**src/rtl/spi_slave_param.sv**
```systemverilog
// Parametrised SPI slave front end: MOSI frames to RAM words, RAM data to MISO.
// Optional frame_err output is enabled by defining SPI_SLAVE_FRAME_ERR_EN.
module spi_slave_param #(
   parameter int DATA_WIDTH = 8,
   parameter bit MSB_FIRST  = 1'b1,
   parameter int TX_TIMEOUT = 16
) (
   input  logic                  clk,
   input  logic                  rst,
   input  logic                  SS_n,
   input  logic                  MOSI,
   output logic                  MISO,
   output logic [DATA_WIDTH+1:0] rx_data,
   output logic                  rx_valid,
   input  logic [DATA_WIDTH-1:0] tx_data,
   input  logic                  tx_valid,
   output logic                  busy
`ifdef SPI_SLAVE_FRAME_ERR_EN
   ,
   output logic                  frame_err
`endif
);

   localparam int FW = DATA_WIDTH + 2;
   localparam int CW = $clog2(FW + 1);

   typedef enum logic [2:0] {
      IDLE      = 3'd0,
      CHK_CMD   = 3'd1,
      WRITE     = 3'd2,
      READ_ADD  = 3'd3,
      READ_DATA = 3'd4
   } state_e;

   typedef enum logic [1:0] {
      PH_SHIFT = 2'd0,
      PH_WAIT  = 2'd1,
      PH_TX    = 2'd2,
      PH_HOLD  = 2'd3
   } phase_e;

   state_e                state_q, state_d;
   phase_e                phase_q, phase_d;
   logic [CW-1:0]         cnt_q, cnt_d;
   logic [7:0]            tmo_q, tmo_d;
   logic                  seen_q, seen_d;
   logic [FW-1:0]         rx_sr_q, rx_sr_d;
   logic [FW-1:0]         rx_data_q, rx_data_d;
   logic                  rx_valid_q, rx_valid_d;
   logic [DATA_WIDTH-1:0] tx_sr_q, tx_sr_d;
   logic                  miso_q, miso_d;

   logic [FW-1:0]         rx_next;
   logic                  tx_first;
   logic [DATA_WIDTH-1:0] tx_load;
   logic                  tx_head;
   logic [DATA_WIDTH-1:0] tx_shift;

`ifdef SPI_SLAVE_FRAME_ERR_EN
   logic                  ferr_q, ferr_d;
   logic                  cmd_bad;
`endif

   always_comb begin
      if (MSB_FIRST) begin
         rx_next  = {rx_sr_q[FW-2:0], MOSI};
         tx_first = tx_data[DATA_WIDTH-1];
         tx_load  = {tx_data[DATA_WIDTH-2:0], 1'b0};
         tx_head  = tx_sr_q[DATA_WIDTH-1];
         tx_shift = {tx_sr_q[DATA_WIDTH-2:0], 1'b0};
      end else begin
         rx_next  = {MOSI, rx_sr_q[FW-1:1]};
         tx_first = tx_data[0];
         tx_load  = {1'b0, tx_data[DATA_WIDTH-1:1]};
         tx_head  = tx_sr_q[0];
         tx_shift = {1'b0, tx_sr_q[DATA_WIDTH-1:1]};
      end
   end

`ifdef SPI_SLAVE_FRAME_ERR_EN
   // Command tag must match the path chosen by the decision bit.
   always_comb begin
      cmd_bad = 1'b0;
      unique case (state_q)
         WRITE:     cmd_bad = rx_next[FW-1];
         READ_ADD:  cmd_bad = (rx_next[FW-1:FW-2] != 2'b10);
         READ_DATA: cmd_bad = (rx_next[FW-1:FW-2] != 2'b11);
         default:   cmd_bad = 1'b0;
      endcase
   end
`endif

   always_comb begin
      state_d    = state_q;
      phase_d    = phase_q;
      cnt_d      = cnt_q;
      tmo_d      = tmo_q;
      seen_d     = seen_q;
      rx_sr_d    = rx_sr_q;
      rx_data_d  = rx_data_q;
      rx_valid_d = 1'b0;
      tx_sr_d    = tx_sr_q;
      miso_d     = 1'b0;
`ifdef SPI_SLAVE_FRAME_ERR_EN
      ferr_d     = 1'b0;
`endif
      case (state_q)
         IDLE: begin
            phase_d = PH_SHIFT;
            cnt_d   = '0;
            tmo_d   = '0;
            if (!SS_n) state_d = CHK_CMD;
         end
         CHK_CMD: begin
            if (SS_n)        state_d = IDLE;
            else if (!MOSI)  state_d = WRITE;
            else if (seen_q) state_d = READ_DATA;
            else             state_d = READ_ADD;
         end
         WRITE, READ_ADD, READ_DATA: begin
            if (SS_n) begin
               state_d = IDLE;
               phase_d = PH_SHIFT;
               cnt_d   = '0;
               tmo_d   = '0;
`ifdef SPI_SLAVE_FRAME_ERR_EN
               ferr_d  = (phase_q == PH_SHIFT);
`endif
            end else begin
               unique case (phase_q)
                  PH_SHIFT: begin
                     rx_sr_d = rx_next;
                     if (cnt_q == CW'(FW - 1)) begin
                        cnt_d      = '0;
                        tmo_d      = '0;
                        rx_data_d  = rx_next;
                        rx_valid_d = 1'b1;
`ifdef SPI_SLAVE_FRAME_ERR_EN
                        ferr_d     = cmd_bad;
`endif
                        if (state_q == READ_ADD) seen_d = 1'b1;
                        phase_d = (state_q == READ_DATA) ? PH_WAIT
                                                         : PH_HOLD;
                     end else begin
                        cnt_d = cnt_q + 1'b1;
                     end
                  end
                  PH_WAIT: begin
                     // tmo_q==0 is the rx_valid cycle; the window is 1..TX_TIMEOUT.
                     if (tmo_q != 8'd0 && tx_valid) begin
                        miso_d  = tx_first;
                        tx_sr_d = tx_load;
                        cnt_d   = CW'(1);
                        seen_d  = 1'b0;
                        phase_d = PH_TX;
                     end else if (tmo_q == 8'(TX_TIMEOUT)) begin
                        phase_d = PH_HOLD;
`ifdef SPI_SLAVE_FRAME_ERR_EN
                        ferr_d  = 1'b1;
`endif
                     end else begin
                        tmo_d = tmo_q + 8'd1;
                     end
                  end
                  PH_TX: begin
                     if (cnt_q < CW'(DATA_WIDTH)) begin
                        miso_d  = tx_head;
                        tx_sr_d = tx_shift;
                        cnt_d   = cnt_q + 1'b1;
                     end else begin
                        cnt_d   = '0;
                        phase_d = PH_HOLD;
                     end
                  end
                  PH_HOLD: begin
                  end
               endcase
            end
         end
         default: state_d = IDLE;
      endcase
   end

   always_ff @(posedge clk) begin
      if (rst) begin
         state_q    <= IDLE;
         phase_q    <= PH_SHIFT;
         cnt_q      <= '0;
         tmo_q      <= '0;
         seen_q     <= 1'b0;
         rx_sr_q    <= '0;
         rx_data_q  <= '0;
         rx_valid_q <= 1'b0;
         tx_sr_q    <= '0;
         miso_q     <= 1'b0;
`ifdef SPI_SLAVE_FRAME_ERR_EN
         ferr_q     <= 1'b0;
`endif
      end else begin
         state_q    <= state_d;
         phase_q    <= phase_d;
         cnt_q      <= cnt_d;
         tmo_q      <= tmo_d;
         seen_q     <= seen_d;
         rx_sr_q    <= rx_sr_d;
         rx_data_q  <= rx_data_d;
         rx_valid_q <= rx_valid_d;
         tx_sr_q    <= tx_sr_d;
         miso_q     <= miso_d;
`ifdef SPI_SLAVE_FRAME_ERR_EN
         ferr_q     <= ferr_d;
`endif
      end
   end

   assign MISO     = miso_q;
   assign rx_data  = rx_data_q;
   assign rx_valid = rx_valid_q;
   assign busy     = (state_q != IDLE);
`ifdef SPI_SLAVE_FRAME_ERR_EN
   assign frame_err = ferr_q;
`endif

endmodule

```
**config.mk**
```make
export PLATFORM = sky130hd
export DESIGN_NAME = spi_slave_param
export DESIGN_NICKNAME = d
export VERILOG_FILES = /design/src/rtl/spi_slave_param.sv
export SDC_FILE = /design/constraint.sdc
export NUM_CORES = 1
export LEC_CHECK = 0
export CAP_MARGIN = 15
export CORE_ASPECT_RATIO = 1.1
export CORE_UTILIZATION = 41
export CTS_BUF_LIST = sky130_fd_sc_hd__clkbuf_2 sky130_fd_sc_hd__clkbuf_4 sky130_fd_sc_hd__clkbuf_8
export DETAILED_ROUTE_END_ITERATION = 10
export SYNTH_ARGS = -nofsm -noshare
export SYNTH_HDL_FRONTEND = slang
export SYNTH_SLANG_ARGS = --single-unit
```
**constraint.sdc**
```tcl
create_clock -name clk -period 2.07 [get_ports clk]
set_clock_uncertainty 0.15 [all_clocks]
set_input_delay 0.5175 -clock clk [delete_from_list [all_inputs] [get_ports clk]]
set_output_delay 0.5175 -clock clk [all_outputs]
set_load 0.005 [all_outputs]
```
# After elaboration in Yosys (flattened, before gate mapping)
# Cells that the tools add are included.
dict set report op_classes {
  n_addsub 2
  n_mux 37
  reduce_logical 19
  order_cmp 1
  n_eq_ne 22
  n_bitwise 3
}
# cell n
set op_table {}
lappend op_table {{2-to-1 mux 8 bit} 6}
lappend op_table {{case mux 8 bit (2 select lines)} 3}
lappend op_table {{inequality test 4 bit (second input constant)} 5}
lappend op_table {{2-to-1 mux 4 bit} 4}
lappend op_table {{2-to-1 mux 3 bit} 5}
lappend op_table {{AND reduction 5 bit} 3}
lappend op_table {{2-to-1 mux 2 bit} 6}
lappend op_table {{inequality test 2 bit (second input constant)} 6}
lappend op_table {{case mux 4 bit (3 select lines)} 1}
lappend op_table {{case mux 3 bit (3 select lines)} 1}
lappend op_table {{adder 8 x 1 -> 8 bit (second input constant)} 1}
lappend op_table {{equality test 8 x 5 -> 1 bit (second input constant)} 1}
lappend op_table {{case mux 4 bit (2 select lines)} 1}
lappend op_table {{nonzero test 8 bit} 1}
lappend op_table {{equality test 3 x 2 -> 1 bit (second input constant)} 2}
lappend op_table {{2-to-1 mux 1 bit} 6}
lappend op_table {{case mux 2 bit (3 select lines)} 1}
lappend op_table {{AND reduction 3 bit} 2}
lappend op_table {{AND reduction 6 bit} 1}
lappend op_table {{nonzero test 2 bit} 3}
lappend op_table {{OR reduction 3 bit} 2}
lappend op_table {{inequality test 5 x 3 -> 1 bit (second input constant)} 1}
lappend op_table {{inequality test 5 bit (second input constant)} 1}
lappend op_table {{adder 4 x 1 -> 4 bit (second input constant)} 1}
lappend op_table {{17 further kinds} 20}
dict set report word_totals {
  output_inout_bits 13
  word_cells 94
  reg_bits 47
  in_bits 13
}

# Longest topological paths before layout
# Gate-level depths: netlist (run 1).
dict set report logic_depth {
  ltp_word 6
  mapped_depth 9
  depth_no_buf 7
}

# Worst setup path before layout (run 1)
# No wires, ideal clock.
dict set report synth_timing {
  path_kind {register -> register}
  startpoint {register phase_q[1]}
  endpoint {register cnt_q[2]}
  t_arrival_ps 1888
  t_required_ps 1850
  slack_ps -38
  path_stages_with_launch 9
  synth_period_minus_slack_ps 2108
  path_cell_list {dfxtp_1 > inv_1 > ha_1 > buf_2 > nor4_1 > a211oi_1 > o22ai_2 > or4_1 > a21oi_1}
}
dict set report synth_between {
  elab_chain_cells 4
  elab_cells_between_ends 9
}
# item line
set synth_lines {}
lappend synth_lines {{start, declared} 43} ;# phase_e phase_q, phase_d;
lappend synth_lines {{start signal, assigned} 201} ;# phase_q <= phase_d;
lappend synth_lines {{equality test 2 bit, or another cell as far along} 130} ;# unique case (phase_q)
lappend synth_lines {{case mux 4 bit (3 select lines)} 130}
lappend synth_lines {{2-to-1 mux 4 bit} 121} ;# if (SS_n) begin
lappend synth_lines {{case mux 4 bit (2 select lines)} 107} ;# case (state_q)
lappend synth_lines {{end signal, assigned} 202} ;# cnt_q <= cnt_d;
lappend synth_lines {{end, declared} 44} ;# logic [CW-1:0] cnt_q, cnt_d;
# Several ways; a longest one is shown, not always the timed one.
# A chain may end at the register's enable or synchronous reset.

# Worst setup path in the final report (run 1)
dict set report layout_timing {
  startpoint {register tmo_q[6]}
  endpoint {register miso_q, in the netlist MISO}
}
dict set report layout_between {
  elab_chain_cells 4
}
# item line
set layout_lines {}
lappend layout_lines {{start, declared} 45} ;# logic [7:0] tmo_q, tmo_d;
lappend layout_lines {{start signal, assigned} 203} ;# tmo_q <= tmo_d;
lappend layout_lines {{nonzero test 8 bit} 150} ;# if (tmo_q != 8'd0 && tx_valid) begin
lappend layout_lines {{logical AND 1 bit} 150}
lappend layout_lines {{2-to-1 mux 1 bit} 150}
lappend layout_lines {{case mux 1 bit (2 select lines)} 130}
lappend layout_lines {{end signal, assigned} 209} ;# miso_q <= miso_d;
lappend layout_lines {{end, declared} 51} ;# logic miso_q, miso_d;
# Every way passes these cells.

==> results of run 1 <==
## area by class of cell
class / instances / area [um2]
clock buffers: 5 / 68.8
well taps: 75 / 93.8
fillers: 520 / 2210
repair buffers: 71 / 646
multi-input cells: 202 / 1350
inverters: 16 / 60.1
clock inverters: 3 / 28.8
flip-flops and latches: 46 / 932
## worst max-delay path by stage
stage	start	to	slack (ps)
floorplan	phase_q[1]	cnt_q[2]	9
CTS	SS_n	tmo_q[6]	2
detailed placement	SS_n	cnt_q[2]	-330
finish	tmo_q[6]	MISO	50
global route	phase_q[0]	tx_sr_q[5]	-20
global placement	SS_n	cnt_q[2]	-310
## repair_timing
item	CTS	global route
gates resized for setup	8	30
hold endpoints to repair	0	0
buffers inserted	0	2
endpoints found under the setup margin	10	22
pin swaps	0	9
## metrics by stage
stage / total power (W) / setup WS [ps]
final: 0.00166 / 45.6
after global routing: 0.00172 / -22.4
after CTS: 0.00167 / 1.99
after detailed placement: 0.00107 / -328
after global placement: 0.00108 / -307
after floorplan: 0.000991 / 8.95
## cells by family (layout without fill, tap and decap cells)
family | after synthesis | after routing | share of synthesized area [%]
AND/OR/NAND/NOR | 114 | 114 | 25.2
AO/OA/AOI/OAI | 64 | 64 | 18.4
flip-flops | 46 | 46 | 39.8
buffers and inverters | 29 | 95 | 5.41
multiplexers | 16 | 16 | 6.92
adder cells (fa/ha/maj) | 8 | 8 | 4.32
## cells in the final DEF (no fill, tap or decap), types with 6 or more instances in the layout
| master | Yosys | layout |
|---|---|---|
| a211oi_1 | 7 | 6 |
| nor3_1 | 8 | 8 |
| buf_4 | 1 | 39 |
| a21oi_1 | 22 | 22 |
| o21ai_0 | 9 | 7 |
| inv_1 | 16 | 14 |
| clkdlybuf4s50_1 | 0 | 23 |
| mux2i_1 | 16 | 16 |
| nand3_1 | 15 | 15 |
| dfxtp_1 | 46 | 39 |
| dfxtp_2 | 0 | 6 |
| nand2_1 | 29 | 29 |
| nor2_1 | 26 | 26 |
## power by group
group / total [W] / internal (W) / leakage, nW / switching (W)
combinational: 0.000177 / 0.0000911 / 0.835 / 0.0000860
sequential: 0.000894 / 0.000888 / 0.375 / 0.00000509
clock: 0.000589 / 0.000253 / 0.0506 / 0.000336
total: 0.00166 / 0.00123 / 1.26 / 0.000427
## worst max-delay path, cell delays in order (launching register included)
cell	delay (ps)
dfxtp_2	350
or4_4	550
o31a_1	340
buf_4	150
buf_4	120
a32oi_1	180
nor4b_1	80
## sequential cells by signal, indices dropped and copies added, names as in the netlist
register,count
rx_data,10
rx_sr_q,9
tmo_q,8
tx_sr_q,7
cnt_q,4
state_q,3
phase_q,2
MISO,1
rx_valid,1
seen_q,1
## per-layer routing
metal	vias up	track usage, %	share of wire (%)
li1	1113	-	-
met1	1013	25.8	50
met2	35	29.3	45
met3	7	3.35	3.6
met4	0	6.35	1.5
met5	-	0	0
==> results by stage, run 1 <==
Place:
- The placed wire-length estimate is 3920 um.
- After detailed placement, the total cell area comes to 0.00296 mm2.
- The number of input and output port buffers inserted is 25.
- The number of cells after detailed placement is 409.
- The routability-driven placement congestion ratio is 0.832.

STA:
- The worst relative slew slack is 79.3%.
- The final number of setup-violating endpoints is 0.
- The number of pins with negative max-slew slack in the final report was 0.
- For the pin with the worst max-slew slack, the measured transition is 311 ps.
- The count of final hold-check violations is 0.
- After routing, the total negative slack on setup checks comes to 0 ps.
- The maximum frequency from static timing analysis is 494 MHz.
- Setup repair after global routing could not meet its margin everywhere.
- The final period utilization is 97.8%.
- The post-route minimum period is 2020 ps.
- The tightest hold path in the finished design has a slack of 310 ps.

Critical path:
- Data on the critical path arrives at its endpoint at 2060 ps.
- The capturing point of the worst reg2reg path is MISO.
- The worst setup path is captured at a register.
- The path depth of the worst reg2reg path is 6.
- For the worst setup path, the data required time is 2110 ps.
- The startpoint class of the critical path is a register.
- Of all nets on the critical path, the largest fanout is 3.
- By startpoint and endpoint, the worst setup path is classified as register to register.
- The worst register-to-register path has a setup slack of 50 ps.
- The startpoint of the lowest-slack register-to-register path is tmo_q[6].

Die:
- The number of top-level pins is 26.
- The die is 80.8 um tall.
- The overall die width is 73.6 um.
- The die covers 0.00595 mm2.
- The effective utilization at floorplan is 42.9%.
- The cell row count is 28.
- The floorplan step defined a core boundary enclosing 0.00540 mm2.

Clock tree:
- The number of hold buffers added after CTS was 0.
- The master cell of the clock root buffer is clkbuf_8.
- The later pin in the worst-skew pair is clocked with a latency of 300 ps.
- In this run the number of H-tree levels came out at 2.
- In this run the deepest clock path goes through 2 buffers.
- For this design, the sink count on the clock tree is 46.
- After clock tree synthesis, the clock-pin slew on the worst setup and hold paths is 100 ps.
- The clock tree from TritonCTS is built.
- In this run, CTS created clock tree buffers numbering 5.

Global route:
- The largest net degree at the start of global routing is 23.
- The via count of the first global-routing pass is 1945.
- The total overflow left after global routing is 0.
- The first-pass GRT wire length is 8660 um.
- The number of antenna violations at the first check in global routing is 0.
- The global-route usage over all layers is 18.7%.

Layout:
- The end-of-flow core utilization is 59.0%.
- After routing the design area is 0.00318 mm2.
- In the final layout, the share of cells above drive strength 1 is 25.1%.
- From synthesis to final layout, the design area changed by 37.4%.
- The final cell count without fillers is 418.
- The repair_antennas step left the layout with diodes totalling 0.
- For this run, the post-layout net count is 363.

Pwr:
- The power density over the cells is 522 mW/mm2.
- The leakage dissipation is 1.26 nW.
- The peak supply drop is 0.383 mV.

Logic synthesis:
- Summing the sequential cell areas from Yosys gives 39.8% of the chip area.
- The post-synthesis instance total is 277.
- In the synthesized netlist, the cells that appear most often are dfxtp_1, nand2_1, nor2_1, a21oi_1.
- The mapped cell area is 0.00231 mm2.
- Dividing the synthesized area by the synthesized cell count gives 8.36 um2.
- By area the synthesized netlist is led by dfxtp_1, mux2i_1, a21oi_1, nand2_1, ha_1.
- In this run, synthesis produced a sequential element count of 46.
- The synthesized design devotes to its leading area cell type 39.8% of total area.
- The post-synth net total is 298.
- Counting distinct cell types in the post-synthesis netlist gives 46.
- The Yosys warning count is 0.
- The fraction of registers with async set or reset after synthesis is 0%.
- The cell with the most instances after synthesis is dfxtp_1.
- The synthesized design contains 0 enable-type register cells.
- In the synthesized netlist the dominant register cell turns out to be dfxtp_1.
- The dominant cell type by area after synthesis is dfxtp_1.

Run:
- The total of max-cap violations is 0.

Drt:
- After detailed routing, the average wire length per cell comes to 12.9 um.
- The number of DRC markers in iteration 0 is 61.
- The detailed-route DRC error count is 0.
- The pre-antenna-repair detailed-routing pass consisted of 4 iterations.
- The number of nets still failing antenna checks after routing is 0.
- The routed wire length is 5380 um.
- The total number of vias is 2168.
- After detailed routing, the number of vias per cell comes to 5.19.

Run status:
- The run finished with clean final reports.

Hold path:
- The class of the tightest hold or removal check is register to register.
- The cell count of the worst hold path is 2.
- The worst hold path begins at rx_sr_q[8].
- The worst hold path terminates at rx_data[9].
Note: power is estimated with default switching activity, not from simulation.
==> run 2: changes to the inputs <==
--- a/config.mk
+++ b/config.mk
@@ -7,8 +7,9 @@
 export LEC_CHECK = 0
 export CAP_MARGIN = 15
 export CORE_ASPECT_RATIO = 1.1
-export CORE_UTILIZATION = 41
+export CORE_UTILIZATION = 34
 export CTS_BUF_LIST = sky130_fd_sc_hd__clkbuf_2 sky130_fd_sc_hd__clkbuf_4 sky130_fd_sc_hd__clkbuf_8
+export CTS_CLUSTER_SIZE = 30
 export DETAILED_ROUTE_END_ITERATION = 10
 export SYNTH_ARGS = -nofsm -noshare
 export SYNTH_HDL_FRONTEND = slang
==> results by stage, run 2 (synthesis results as in run 1) <==
Layout:
- From synthesis to final layout, the design area changed by 34.2%.
- The flip-flop count of the largest register, all copies and words added is 10 (unchanged).
- The final cell count without fillers is 419 (+0.24%).
- The fraction of final layout cells sized beyond drive strength 1 is 23.4% (-1.6 points).
- The antenna diode instance count is 0 (unchanged).
- The net count of the finished layout was 357 (-1.7%).
- In the layout the commonest cells are dfxtp_1, buf_4, nand2_1, nor2_1, clkdlybuf4s50_1.
- Leaving out fill and tap cells, the most frequent cell in the layout is dfxtp_1.
- The number of fill cells is 670 (+29%).

Drt:
- The number of iterations in the first detailed-routing pass was 4 (unchanged).
- The per-cell routed wire length is 13.5 um (+5.0%).
- The number of nets still failing antenna checks after routing is 0 (unchanged).
- The number of DRC markers in iteration 0 is 104 (+70%).
- The routed wire length was 5660 um (+5.2%).
- The total number of vias came to 2140 (-1.3%).
- The via density per instance is 5.11 (-1.5%).
- The detailed-route DRC error count is 0 (unchanged).

Global route:
- The via count of the first global-routing pass is 2055 (+5.7%).
- The global-route usage over all layers is 16.8% (-1.9 points).
- The largest net degree at the start of global routing is 37 (+61%).
- The number of antenna violations at the first check in global routing came to 0 (unchanged).
- The residual overflow from global routing was 0 (unchanged).
- The first-pass GRT wire length came to 9360 um (+8.1%).

Critical path:
- The worst register-to-register path ends at MISO.
- The path depth of the worst reg2reg path is 6 (unchanged).
- The peak fanout along the critical path is 3 (unchanged).
- The startpoint identified for the worst register-to-register timing path is tmo_q[3].
- The most frequent cell on the critical path is buf_4.
- The flop-to-flop setup slack came to 60 ps (about the same).
- Walking the worst path, the cells encountered are or4_4, o31a_1, buf_4, buf_4, a32oi_1, nor4b_1.
- The master of the slowest instance on the critical path is or4_4.
- The highest cell delay on the worst timing path is 540 ps (about the same).
- The startpoint class of the critical path is a register.
- The critical path starts at tmo_q[3].
- The category of the worst setup path capture point is a register.
- The data required time at the worst endpoint was 2120 ps (about the same).
- The data arrival time of the critical path is 2060 ps (about the same).
- The category of the critical setup timing path is register to register.
- The capturing element of the worst setup path is MISO.

STA:
- The worst relative slew slack is 78.6% (-0.64 points).
- The number of pins with negative max-slew slack in the final report is 0 (unchanged).
- The final period utilization is 97.2% (-0.58 points).
- The maximum frequency from static timing analysis is 497 MHz (+0.59%).
- The transition time of the tightest slew-check pin is 316 ps (+5.42 ps).
- The setup TNS after final layout is 0 ps (unchanged).
- The post-route minimum period is 2010 ps (-12.0 ps).
- Setup repair after global routing could not meet its margin everywhere.
- The count of final hold-check violations is 0 (unchanged).
- The final number of setup-violating endpoints is 0 (unchanged).

Run status:
- The flow ran to the end, and the final reports show no timing, DRC or antenna violations.

Clock tree:
- The number of clock buffers inserted by TritonCTS is 5 (unchanged).
- The clock insertion delay at the later pin of the skew report is 310 ps (about the same).
- The master cell of the clock root buffer is clkbuf_8.
- TritonCTS built the clock tree.
- The maximum buffer depth of the clock tree came to 2 (unchanged).
- The TritonCTS sink count is 46 (unchanged).
- The clock transition at the register clock pins on the worst setup and hold paths after CTS is 100 ps (about the same).
- The maximum level of the CTS H-tree is 2 (unchanged).
- The number of buffers inserted for hold repair after clock tree synthesis is 0 (unchanged).

Place:
- The placed wire-length estimate came to 4060 um (+3.5%).
- The number of cells after detailed placement is 408 (-0.24%).
- The routability-driven placement congestion ratio was 0.843 (+1.4%).
- The number of input and output port buffers inserted is 25 (unchanged).

Die:
- The overall die width is 80.7 um (+9.5%).
- The area of the die is 0.00714 mm2 (+20%).
- The number of top-level pins came to 26 (unchanged).
- The core box area is 0.00659 mm2 (+22%).
- The height of the die is 88.5 um (+9.6%).
- The effective utilization at floorplan is 35.1% (-7.8 points).
- The cell row count came to 31 (+11%).

Run:
- The total of max-cap violations is 0 (unchanged).

Hold path:
- The min-delay analysis places its worst path in the category register to register.
- The startpoint identified for the worst hold timing path is rx_data[1].

Pwr:
- The peak supply drop is 0.344 mV (-10%).
- The leakage dissipation is 1.21 nW (-4.2%).
- The power density over the cells is 535 mW/mm2 (+2.5%).
## run 2: cell count changes in the layout (fill, tap and decap cells not counted), sizes merged
cell,change
buf,-6
clkdlybuf4s15,-1
clkinvlp,+1
dlygate4sd2,+1
inv,-1
## run 2: metal layers
layer	wire, um	vias up	track usage (%)
li1	-	1105	-
met1	2520	989	20.7
met2	2860	37	29.7
met3	213	9	3.30
met4	73	0	4.55
met5	0	-	0
## run 2: critical path: cells and delay by family, from the launching register on
kind | cells | cell delay [ps]
flip-flops | 1 | 350
AO/OA/AOI/OAI | 2 | 530
AND/OR/NAND/NOR | 2 | 610
buffers and inverters | 2 | 270
## run 2: where the power goes
part           internal, W  leakage (nW)  switching [W]
Sequential        0.000889         0.375     0.00000670
Combinational    0.0000815         0.787      0.0000836
Clock             0.000245        0.0447       0.000356
## run 2: how the worst min path moves through the flow
stage,slack (ps),end,cells after the start
4_1_cts,310,rx_data[1],2
6_report,310,rx_data[1],2
3_5_place_dp,300,rx_data[1],2
2_1_floorplan,280,rx_data[9],2
3_3_place_gp,290,rx_data[4],2
5_1_grt,330,rx_data[1],2
## run 2: repair_timing
item,CTS,global route
setup buffers,0,3
pin swaps,0,3
gates resized for setup,8,23
setup endpoints to repair,13,20
## run 2: final cells by class
class	instances	area (um2)	share of cell area (%)
clock buffer	5	68.8	2.22
clock inverter	3	25.0	0.806
inverter	16	60.1	1.93
multi-input combinational	202	1340	43.2
sequential	46	933	30.1
tap	82	103	3.30
timing repair buffer	65	576	18.5
## run 2: metrics by stage
stage	hold slack (ps)	power (W)	worst slack (ps)	util (%)	instance area, um2
6_report	308	0.00166	57.6	47.1	3110
5_1_grt	333	0.00172	-21.8	47.1	3110
3_5_place_dp	297	0.00107	-413	43.9	2890
4_1_cts	312	0.00166	3.77	45.6	3010
3_3_place_gp	294	0.00107	-369	43.9	2890
2_1_floorplan	282	0.000991	8.95	-	2310
==> run 3: changes to the inputs <==
--- a/config.mk
+++ b/config.mk
@@ -6,7 +6,7 @@
 export NUM_CORES = 1
 export LEC_CHECK = 0
 export CAP_MARGIN = 15
-export CORE_ASPECT_RATIO = 1.1
+export CORE_ASPECT_RATIO = 0.6
 export CORE_UTILIZATION = 34
 export CTS_BUF_LIST = sky130_fd_sc_hd__clkbuf_2 sky130_fd_sc_hd__clkbuf_4 sky130_fd_sc_hd__clkbuf_8
 export CTS_CLUSTER_SIZE = 30
==> results by stage, run 3 (synthesis results as in run 1) <==
Run status:
- The flow ran to the end, and the final reports show no timing, DRC or antenna violations.

Global route:
- The first-pass GRT wire length came to 9800 um (+4.7%).
- The global-route usage over all layers is 18.0% (+1.2 points).
- The number of antenna violations at the first check in global routing is 0 (unchanged).
- The residual overflow from global routing is 0 (unchanged).
- The largest net degree at the start of global routing is 37 (unchanged).
- The via count of the first global-routing pass is 2036 (-0.92%).

Hold path:
- In this run the most critical hold path is launched from rx_data[0].
- The end point of the most critical hold path is rx_data[0].
- The cell count of the worst hold path is 2 (unchanged).
- The worst hold path belongs to the class register to register.

Pwr:
- The power density over the cells was 552 mW/mm2 (+3.1%).
- The peak supply drop is 0.258 mV (-25%).
- The net switching power figure was 0.000426 W (-4.6%).
- The leakage dissipation came to 1.25 nW (+3.3%).
- The clock network fraction of design power is 39.3% (+3.1 points).
- The proportion of power drawn by combinational gates is 10.5% (+0.6 points).
- The internal power of the cells was 0.00135 W (+11%).
- The sequential share of power came to 50.2% (-3.7 points).
- The net switching fraction of the power was 24.0% (-2.9 points).

Critical path:
- Among all stages on the critical path, the largest delay is contributed by or4_4.
- The flop-to-flop setup slack is 7 ps (-50 ps).
- The highest cell delay on the worst timing path came to 540 ps (about the same).
- The count of buffering cells on the critical path with inverters included was 2 (unchanged).
- The category of the worst setup path capture point is a register.
- The capturing point of the worst reg2reg path is MISO.
- The worst setup path is of the register to register kind.
- The peak fanout along the critical path came to 7 (+4).
- The path depth of the worst reg2reg path is 6 (unchanged).
- The cell that appears most often on the critical path is buf_4.
- The startpoint class of the critical path is a register.
- Traced cell by cell, the critical path runs through or4_4, o31a_1, buf_4, buf_4, a32oi_2, nor4b_1.
- The data required time at the worst endpoint is 2100 ps (-20 ps).
- The cell class contributing the biggest share of worst-path delay is simple AND/OR/NAND/NOR gates.
- The worst register-to-register path begins at tmo_q[3].
- The data arrival time of the critical path was 2090 ps (+30 ps).

Layout:
- The growth of design area from synthesis to finish is 39.1%.
- The net count of the finished layout came to 361 (+1.1%).
- The antenna diode instance count came to 0 (unchanged).
- The end-of-flow core utilization came to 50.9% (+3.8 points).
- Leaving out fill and tap cells, the most frequent cells in the layout are buf_4, dfxtp_1, nand2_1, nor2_1, clkdlybuf4s50_1.
- The commonest non-fill, non-tap cell in the layout is buf_4.
- The fraction of final layout cells sized beyond drive strength 1 is 26.1% (+2.7 points).
- The area of all placed cells without fillers is 0.00322 mm2 (+3.7%).
- The flip-flop count of the largest register, all copies and words added is 10 (unchanged).

STA:
- The number of pins with negative max-slew slack in the final report is 0 (unchanged).
- The final worst-path setup slack is 6.67 ps (-50.9 ps).
- The count of final hold-check violations is 0 (unchanged).
- The transition time of the tightest slew-check pin came to 402 ps (+86.1 ps).
- The final number of setup-violating endpoints was 0 (unchanged).
- The post-route minimum period is 2060 ps (+50.9 ps).
- The maximum frequency from static timing analysis is 485 MHz (-2.5%).
- Setup repair after global routing could not meet its margin everywhere.
- The final period utilization came to 99.7% (+2.5 points).
- The setup TNS after final layout is 0 ps (unchanged).
- The worst relative slew slack is 73.2% (-5.5 points).

Drt:
- The number of DRC markers in iteration 0 is 93 (-11%).
- The per-cell routed wire length is 14.1 um (+4.5%).
- The number of iterations in the first detailed-routing pass is 4 (unchanged).
- The total number of vias came to 2203 (+2.9%).
- The number of nets still failing antenna checks after routing was 0 (unchanged).
- The routed wire length is 6000 um (+6.0%).
- The detailed-route DRC error count is 0 (unchanged).
- The via density per instance came to 5.18 (+1.5%).

Clock tree:
- The TritonCTS sink count was 46 (unchanged).
- The maximum buffer depth of the clock tree came to 2 (unchanged).
- The clock insertion delay at the later pin of the skew report is 320 ps (about the same).
- The maximum level of the CTS H-tree came to 2 (unchanged).
- The master cell of the clock root buffer is clkbuf_8.
- The clock transition at the register clock pins on the worst setup and hold paths after CTS is 90 ps (about the same).
- The clock tree from TritonCTS is built.
- The number of clock buffers inserted by TritonCTS was 5 (unchanged).

Die:
- The effective utilization at floorplan is 36.6% (+1.5 points).
- The overall die width was 109 um (+35%).
- The cell row count is 22 (-29%).
- The height of the die is 65.9 um (-26%).
- The area of the die came to 0.00715 mm2 (+0.15%).
- The core box area came to 0.00633 mm2 (-4.0%).
- The number of top-level pins is 26 (unchanged).

Place:
- The placed cell area is 0.00291 mm2 (+0.61%).
- The pre-CTS setup slack came to -412 ps (+1.42 ps).
- The routability-driven placement congestion ratio is 0.915 (+8.6%).
- The placed wire-length estimate is 4220 um (+3.9%).
- The number of input and output port buffers inserted is 25 (unchanged).

Run:
- The total of max-cap violations was 0 (unchanged).
run 3: cell count changes in the layout (fill, tap and decap cells not counted), sizes merged:
cell / delta
buf: +4
bufinv: +1
clkbuf: +1
clkdlybuf4s15: +1
clkinv: -1
dlygate4sd2: -1
inv: -1
run 3: stage by stage:
step	power (W)	hold WS [ps]	std cells
finish	0.00178	308	425
global route	0.00185	333	425
CTS	0.00178	310	420
detailed placement	0.00108	297	412
global placement	0.00107	291	412
floorplan	0.000991	282	277
run 3: area by class of cell:
| class | count | area [um2] |
|---|---|---|
| Fill cell | 612 | 3110 |
| Multi-Input combinational cell | 202 | 1400 |
| Sequential cell | 46 | 936 |
| Timing Repair Buffer | 69 | 603 |
| Tap cell | 84 | 105 |
| Clock buffer | 6 | 76.3 |
| Inverter | 16 | 65.1 |
| Clock inverter | 2 | 37.5 |
run 3: repair_timing:
item                                    in CTS  in global routing
resized for setup                            5                 41
pin swaps                                    1                  5
cloned                                       0                  1
hold buffers                                 0                  0
endpoints found under the setup margin       6                 22
buffers inserted                             0                  4
run 3: power groups by stage:
stage / Clock (W) / Combinational, W / Sequential (W)
floorplan: 0 / 0.0000776 / 0.000914
global placement: 0 / 0.000160 / 0.000914
detailed placement: 0 / 0.000162 / 0.000915
CTS: 0.000719 / 0.000164 / 0.000894
global route: 0.000753 / 0.000200 / 0.000894
finish: 0.000698 / 0.000186 / 0.000893
run 3: layer usage:
| metal | up-vias | routed length (um) | track usage (%) |
|---|---|---|---|
| li1 | 1116 | - | - |
| met1 | 1018 | 3120 | 26.8 |
| met2 | 62 | 2370 | 24.4 |
| met3 | 7 | 425 | 4.53 |
| met4 | 0 | 89 | 6.59 |
| met5 | - | 0 | 0 |
run 3: tightest hold or removal path, cell delays in order, from the launching register on:
cell	delay [ps]
dfxtp_1	320
nand2_1	50
a21oi_1	50
run 3: how the worst max path moves through the flow:
stage / from / endpoint / cells past startpoint
floorplan: phase_q[1] / cnt_q[2] / 8
global placement: SS_n / phase_q[0] / 7
detailed placement: SS_n / cnt_q[2] / 6
CTS: SS_n / tmo_q[1] / 8
global route: tmo_q[3] / cnt_q[0] / 6
finish: tmo_q[3] / MISO / 6
